## config.mk

```make
export PLATFORM = sky130hd
export DESIGN_NAME = bus_arbiter
export DESIGN_NICKNAME = d
export VERILOG_FILES = /design/src/rtl/bus_arbiter.sv
export SDC_FILE = /design/constraint.sdc
export NUM_CORES = 1
export LEC_CHECK = 0
export ABC_CLOCK_PERIOD_IN_PS = 5200
export CORE_MARGIN = 2
export CORE_UTILIZATION = 36
export CTS_BUF_LIST = sky130_fd_sc_hd__clkbuf_16
export DETAILED_ROUTE_END_ITERATION = 8
export HOLD_SLACK_MARGIN = 0.15
export SLEW_MARGIN = 20
export SYNTH_ARGS = -nofsm -noshare
export SYNTH_HDL_FRONTEND = slang
export SYNTH_SLANG_ARGS = --single-unit
```

## constraint.sdc

```tcl
create_clock -name BUS_CLK -period 5.2 [get_ports BUS_CLK]
set_clock_uncertainty 0.2 [all_clocks]
set_input_delay 1.04 -clock BUS_CLK [delete_from_list [all_inputs] [get_ports BUS_CLK]]
set_output_delay 1.04 -clock BUS_CLK [all_outputs]
set_load 0.05 [all_outputs]
```

## src/rtl/bus_arbiter.sv

```systemverilog
// rtl/bus_arbiter.sv - four-requester round-robin bus arbiter with hold watchdog and turnaround gap
module bus_arbiter #(
    parameter int HOLD_MAX = 64,
    parameter int TURN_CYC = 1
) (
    input  logic       BUS_CLK,
    input  logic       RST,
    input  logic [3:0] BR,
    input  logic       ACK,
    output logic [3:0] BG,
    output logic [1:0] OWNER,
    output logic       OWNER_VLD,
    output logic       BUS_IDLE,
    output logic       TIMEOUT_ERR
);

    typedef enum logic [2:0] {
        IDLE  = 3'b001,
        GRANT = 3'b010,
        TURN  = 3'b100
    } state_t;

    localparam logic [7:0] WDOG_LAST = 8'(HOLD_MAX - 1);
    localparam logic [1:0] TURN_LAST = 2'(TURN_CYC - 1);

    state_t     state;
    logic [1:0] ptr;
    logic [3:0] mask;
    logic [7:0] wdog;
    logic [1:0] turn_cnt;

    logic [3:0] eligible;
    logic       any_eligible;
    logic [1:0] winner;
    logic [1:0] idx;
    logic       found;
    logic       owner_req;
    logic       timeout_hit;

    assign eligible     = BR & ~mask;
    assign any_eligible = |eligible;
    assign owner_req    = BR[OWNER];
    assign timeout_hit  = (wdog == WDOG_LAST) && !ACK;

    // Rotating search starting at ptr: first eligible requester wins.
    always_comb begin
        winner = ptr;
        found  = 1'b0;
        idx    = ptr;
        for (int k = 0; k < 4; k++) begin
            idx = ptr + 2'(k);
            if (!found && eligible[idx]) begin
                winner = idx;
                found  = 1'b1;
            end
        end
    end

    always_ff @(posedge BUS_CLK or posedge RST) begin
        if (RST) begin
            state       <= IDLE;
            ptr         <= 2'd0;
            mask        <= 4'd0;
            wdog        <= 8'd0;
            turn_cnt    <= 2'd0;
            BG          <= 4'd0;
            OWNER       <= 2'd0;
            OWNER_VLD   <= 1'b0;
            BUS_IDLE    <= 1'b1;
            TIMEOUT_ERR <= 1'b0;
        end else begin
            TIMEOUT_ERR <= 1'b0;
            // A low request always forgives an earlier revoke.
            mask        <= mask & BR;
            case (state)
                IDLE: begin
                    if (any_eligible) begin
                        state     <= GRANT;
                        BG        <= 4'b0001 << winner;
                        OWNER     <= winner;
                        OWNER_VLD <= 1'b1;
                        BUS_IDLE  <= 1'b0;
                        ptr       <= winner + 2'd1;
                        wdog      <= 8'd0;
                    end
                end
                GRANT: begin
                    if (!owner_req) begin
                        // Release wins over a timeout firing on the same edge.
                        state     <= TURN;
                        BG        <= 4'd0;
                        OWNER_VLD <= 1'b0;
                        turn_cnt  <= 2'd0;
                    end else if (timeout_hit) begin
                        state       <= TURN;
                        BG          <= 4'd0;
                        OWNER_VLD   <= 1'b0;
                        turn_cnt    <= 2'd0;
                        TIMEOUT_ERR <= 1'b1;
                        mask        <= (mask & BR) | (4'b0001 << OWNER);
                    end else if (ACK) begin
                        wdog <= 8'd0;
                    end else begin
                        wdog <= wdog + 8'd1;
                    end
                end
                TURN: begin
                    if (turn_cnt == TURN_LAST) begin
                        if (any_eligible) begin
                            state     <= GRANT;
                            BG        <= 4'b0001 << winner;
                            OWNER     <= winner;
                            OWNER_VLD <= 1'b1;
                            ptr       <= winner + 2'd1;
                            wdog      <= 8'd0;
                        end else begin
                            state    <= IDLE;
                            BUS_IDLE <= 1'b1;
                        end
                    end else begin
                        turn_cnt <= turn_cnt + 2'd1;
                    end
                end
                default: begin
                    state     <= IDLE;
                    BG        <= 4'd0;
                    OWNER_VLD <= 1'b0;
                    BUS_IDLE  <= 1'b1;
                end
            endcase
        end
    end

endmodule

```

==> impl_metrics.ini <==
[layout]
layout-drive-gt1-share_pct = 8.28
final_common_cell = dfrtp_1
nNetsFinal = 179
diodes = 0
regArea_um2 = 703
final_cell_mix = dfrtp_1 (26), o21ai_0 (20), nand2_1 (18)
areaGrowthSynthToFinish_pct = 19.7
final_area_um2 = 1750
fill_cells = 381
multi_input_area_um2 = 726

[worst_setup_path]
critPathMaxFanout = 12
r2r_start = wdog[0]
cpPeakStageDelay_ns = 0.65
crit_type = input port to register
startpoint_type = input port
cp_common_cell = o21ai_0
r2r_setup_slack_ns = 2.61
slowest_stage = nor4_1
end_kind = register
cp.required_ns = 5.12
r2r_cells = 7
r2r_end = turn_cnt[0]
crit_arrival_ns = 3.36
crit_chain = clkdlybuf4s50_1 -> nor2b_1 -> nor4_1 -> a211oi_2 -> o21ai_0 -> o21ai_0

[floorplan]
rows = 23
die_y_um = 67.7
dieArea_um2 = 4590
start_util_pct = 37.1
core_area_um2 = 3940
die_x_um = 67.7
io_pins = 16

[hold_path]
whs_path_depth = 2
hold_path.class = register to register
min-delay-start = BG[1]
hold_path_end = BG[1]

[sta]
worst_pin_slew_ns = 0.783
period_minus_slack_ns = 3.44
setup_tns_ns = 0
maxSlewHeadroom_pct = 47.3
hold_viol_final = 0
max_freq_mhz = 291
rsz0062_at_grt = false
setup_viol = 0
slew_violations = 0
final.period_utilization_pct = 66.1

[drt]
ant_nets = 0
first_iter_violations = 55
wl_per_cell_um = 13.7
drt_wl_total_um = 3000
drc_errors = 0
firstDrtPassIters = 4
vias = 1181
vias_per_cell = 5.39

[logic_synthesis]
synth_cell_types = 42
synth_cells = 152
ys_seq_area_share_pct = 48.1
synth_seq_cells = 28
async_flop_share_pct = 100
syn_area_um2 = 1460
postSynthNetCount = 161
yosys_warnings = 0
synth_edf_count = 0
synth_area_leaders = dfrtp_1 (44%), o21ai_0 (6.8%), nand2_1 (4.6%), dfstp_2 (3.6%), nor2_1 (3.1%)
ys.flop_type = dfrtp_1
syn_avg_cell_area_um2 = 9.62
yosys.area.top_type = dfrtp_1
synth_top_area_share_pct = 44.5

[power]
p_int_uw = 541
p_comb_share_pct = 45.3
power.density_nw_per_um2 = 535
switching_share_pct = 42.2
p_seq_share_pct = 36.3
p_sw_uw = 395
cellLeakagePower_nw = 0.735
p_clk_share_pct = 18.4
peakVddDrop_v = 0.000211

[grt]
met1_usage_pct = 20.3
grt.busiest_layer = met2
grt_pass1_wl_um = 5200
grt_max_degree = 29
antenna_found_initial = 0
grt-ovfl-total = 0
grt_pass1_vias = 1146
use_met3_pct = 1.83
grt_use_total_pct = 15.0
met2_usage_pct = 24.1

[placed_design]
place_congestion = 0.940
port_buffers = 15
dpl_cell_area_um2 = 1670
dp_hpwl_um = 2270

[cts]
numCtsBuffers = 3
clk_pin_slew_ns = 0.06
hold_buffers = 0
cts_setup_buffers = 0
cts_max_level = 1
insertion_delay_ns = 0.26
clock-sinks = 28
post_cts_resized = 0
clockRootBuffer = clkbuf_16
cts_tree = done
clockBufferDepth = 2

[outcome]
run_status = completed

[run]
drv_cap = 0
[area by class of cell]
class                           instances  share of cell area, %
Clock buffer                            3                   4.29
Multi-Input combinational cell        114                   41.5
Sequential cell                        28                   40.2
Inverter                                8                   1.72
Tap cell                               50                   3.57
Timing Repair Buffer                   15                   8.58
Clock inverter                          1                  0.214
[worst max path at each step]
stage               slack [ns]   from          end  depth (start not counted)
floorplan                 2.42  BR[3]  turn_cnt[0]                          5
global placement          1.23  BR[0]      wdog[4]                          6
detailed placement        1.01  BR[0]      wdog[4]                          6
CTS                       1.28  BR[0]      wdog[4]                          6
global route              1.44  BR[0]      wdog[5]                          6
finish                    1.76  BR[0]      wdog[5]                          6
[stage by stage]
step	hold WS [ns]	utilization [%]	cells	total power, mW	worst slack (ns)
2_1_floorplan	0.260	-	152	0.646	2.42
3_3_place_gp	0.267	42.3	215	0.760	1.23
3_5_place_dp	0.271	42.3	215	0.766	1.01
4_1_cts	0.286	44.3	219	0.943	1.28
5_1_grt	0.306	44.4	219	1.00	1.44
6_report	0.279	44.4	219	0.936	1.76
[power by group through the flow]
stage          Clock, mW  Combinational [mW]  Sequential (mW)
3_5_place_dp           0               0.426            0.340
3_3_place_gp           0               0.419            0.342
4_1_cts            0.179               0.426            0.339
2_1_floorplan          0               0.235            0.411
5_1_grt            0.184               0.466            0.350
6_report           0.172               0.424            0.340
[per-layer routing]
metal	share of wire, %	wire (um)
met1	48	1440
met2	47	1410
met3	3.2	95
met4	1.6	49
met5	0	0
[cells by family (layout without fill, tap and decap cells)]
kind of cell	Yosys count	after routing	share of synthesized area, %
muxes	3	3	2.99
buffers and inverters	10	27	2.65
and+or+nand+nor	60	60	21.5
xor gates and xnor gates	1	1	0.599
DFF	28	28	48.1
AOI/OAI and AO/OA	48	48	22.5
adders and majority gates	2	2	1.71
[synthesized netlist by cell type (2+ instances only)]
| master | count |
|---|---|
| dfstp_2 | 2 |
| o32a_1 | 2 |
| o21ai_0 | 20 |
| and2_1 | 2 |
| inv_1 | 8 |
| nand2_1 | 18 |
| o31ai_1 | 2 |
| nor3b_1 | 2 |
| nor3_1 | 2 |
| nor4_1 | 2 |
| a211oi_1 | 2 |
| and3_1 | 3 |
| a32o_1 | 2 |
| a21oi_1 | 6 |
| nand2b_1 | 7 |
| nor2b_1 | 7 |
| nor2_1 | 12 |
| a22o_1 | 2 |
| or3_4 | 2 |
| dfrtp_1 | 26 |
| ha_1 | 2 |
[worst max-delay path, delay by kind of cell]
family                 cells  cell delay, ns
AOI/OAI and AO/OA          3            1.01
buffers and inverters      1            0.45
and+or+nand+nor            2            0.85
[sequential cells by signal, summed over array words and instances, names as in the netlist]
signal       flops
BG               4
BUS_IDLE         1
OWNER            2
OWNER_VLD        1
TIMEOUT_ERR      1
mask             4
ptr              2
state            3
turn_cnt         2
wdog             8
(Power assumes the default switching activity.)
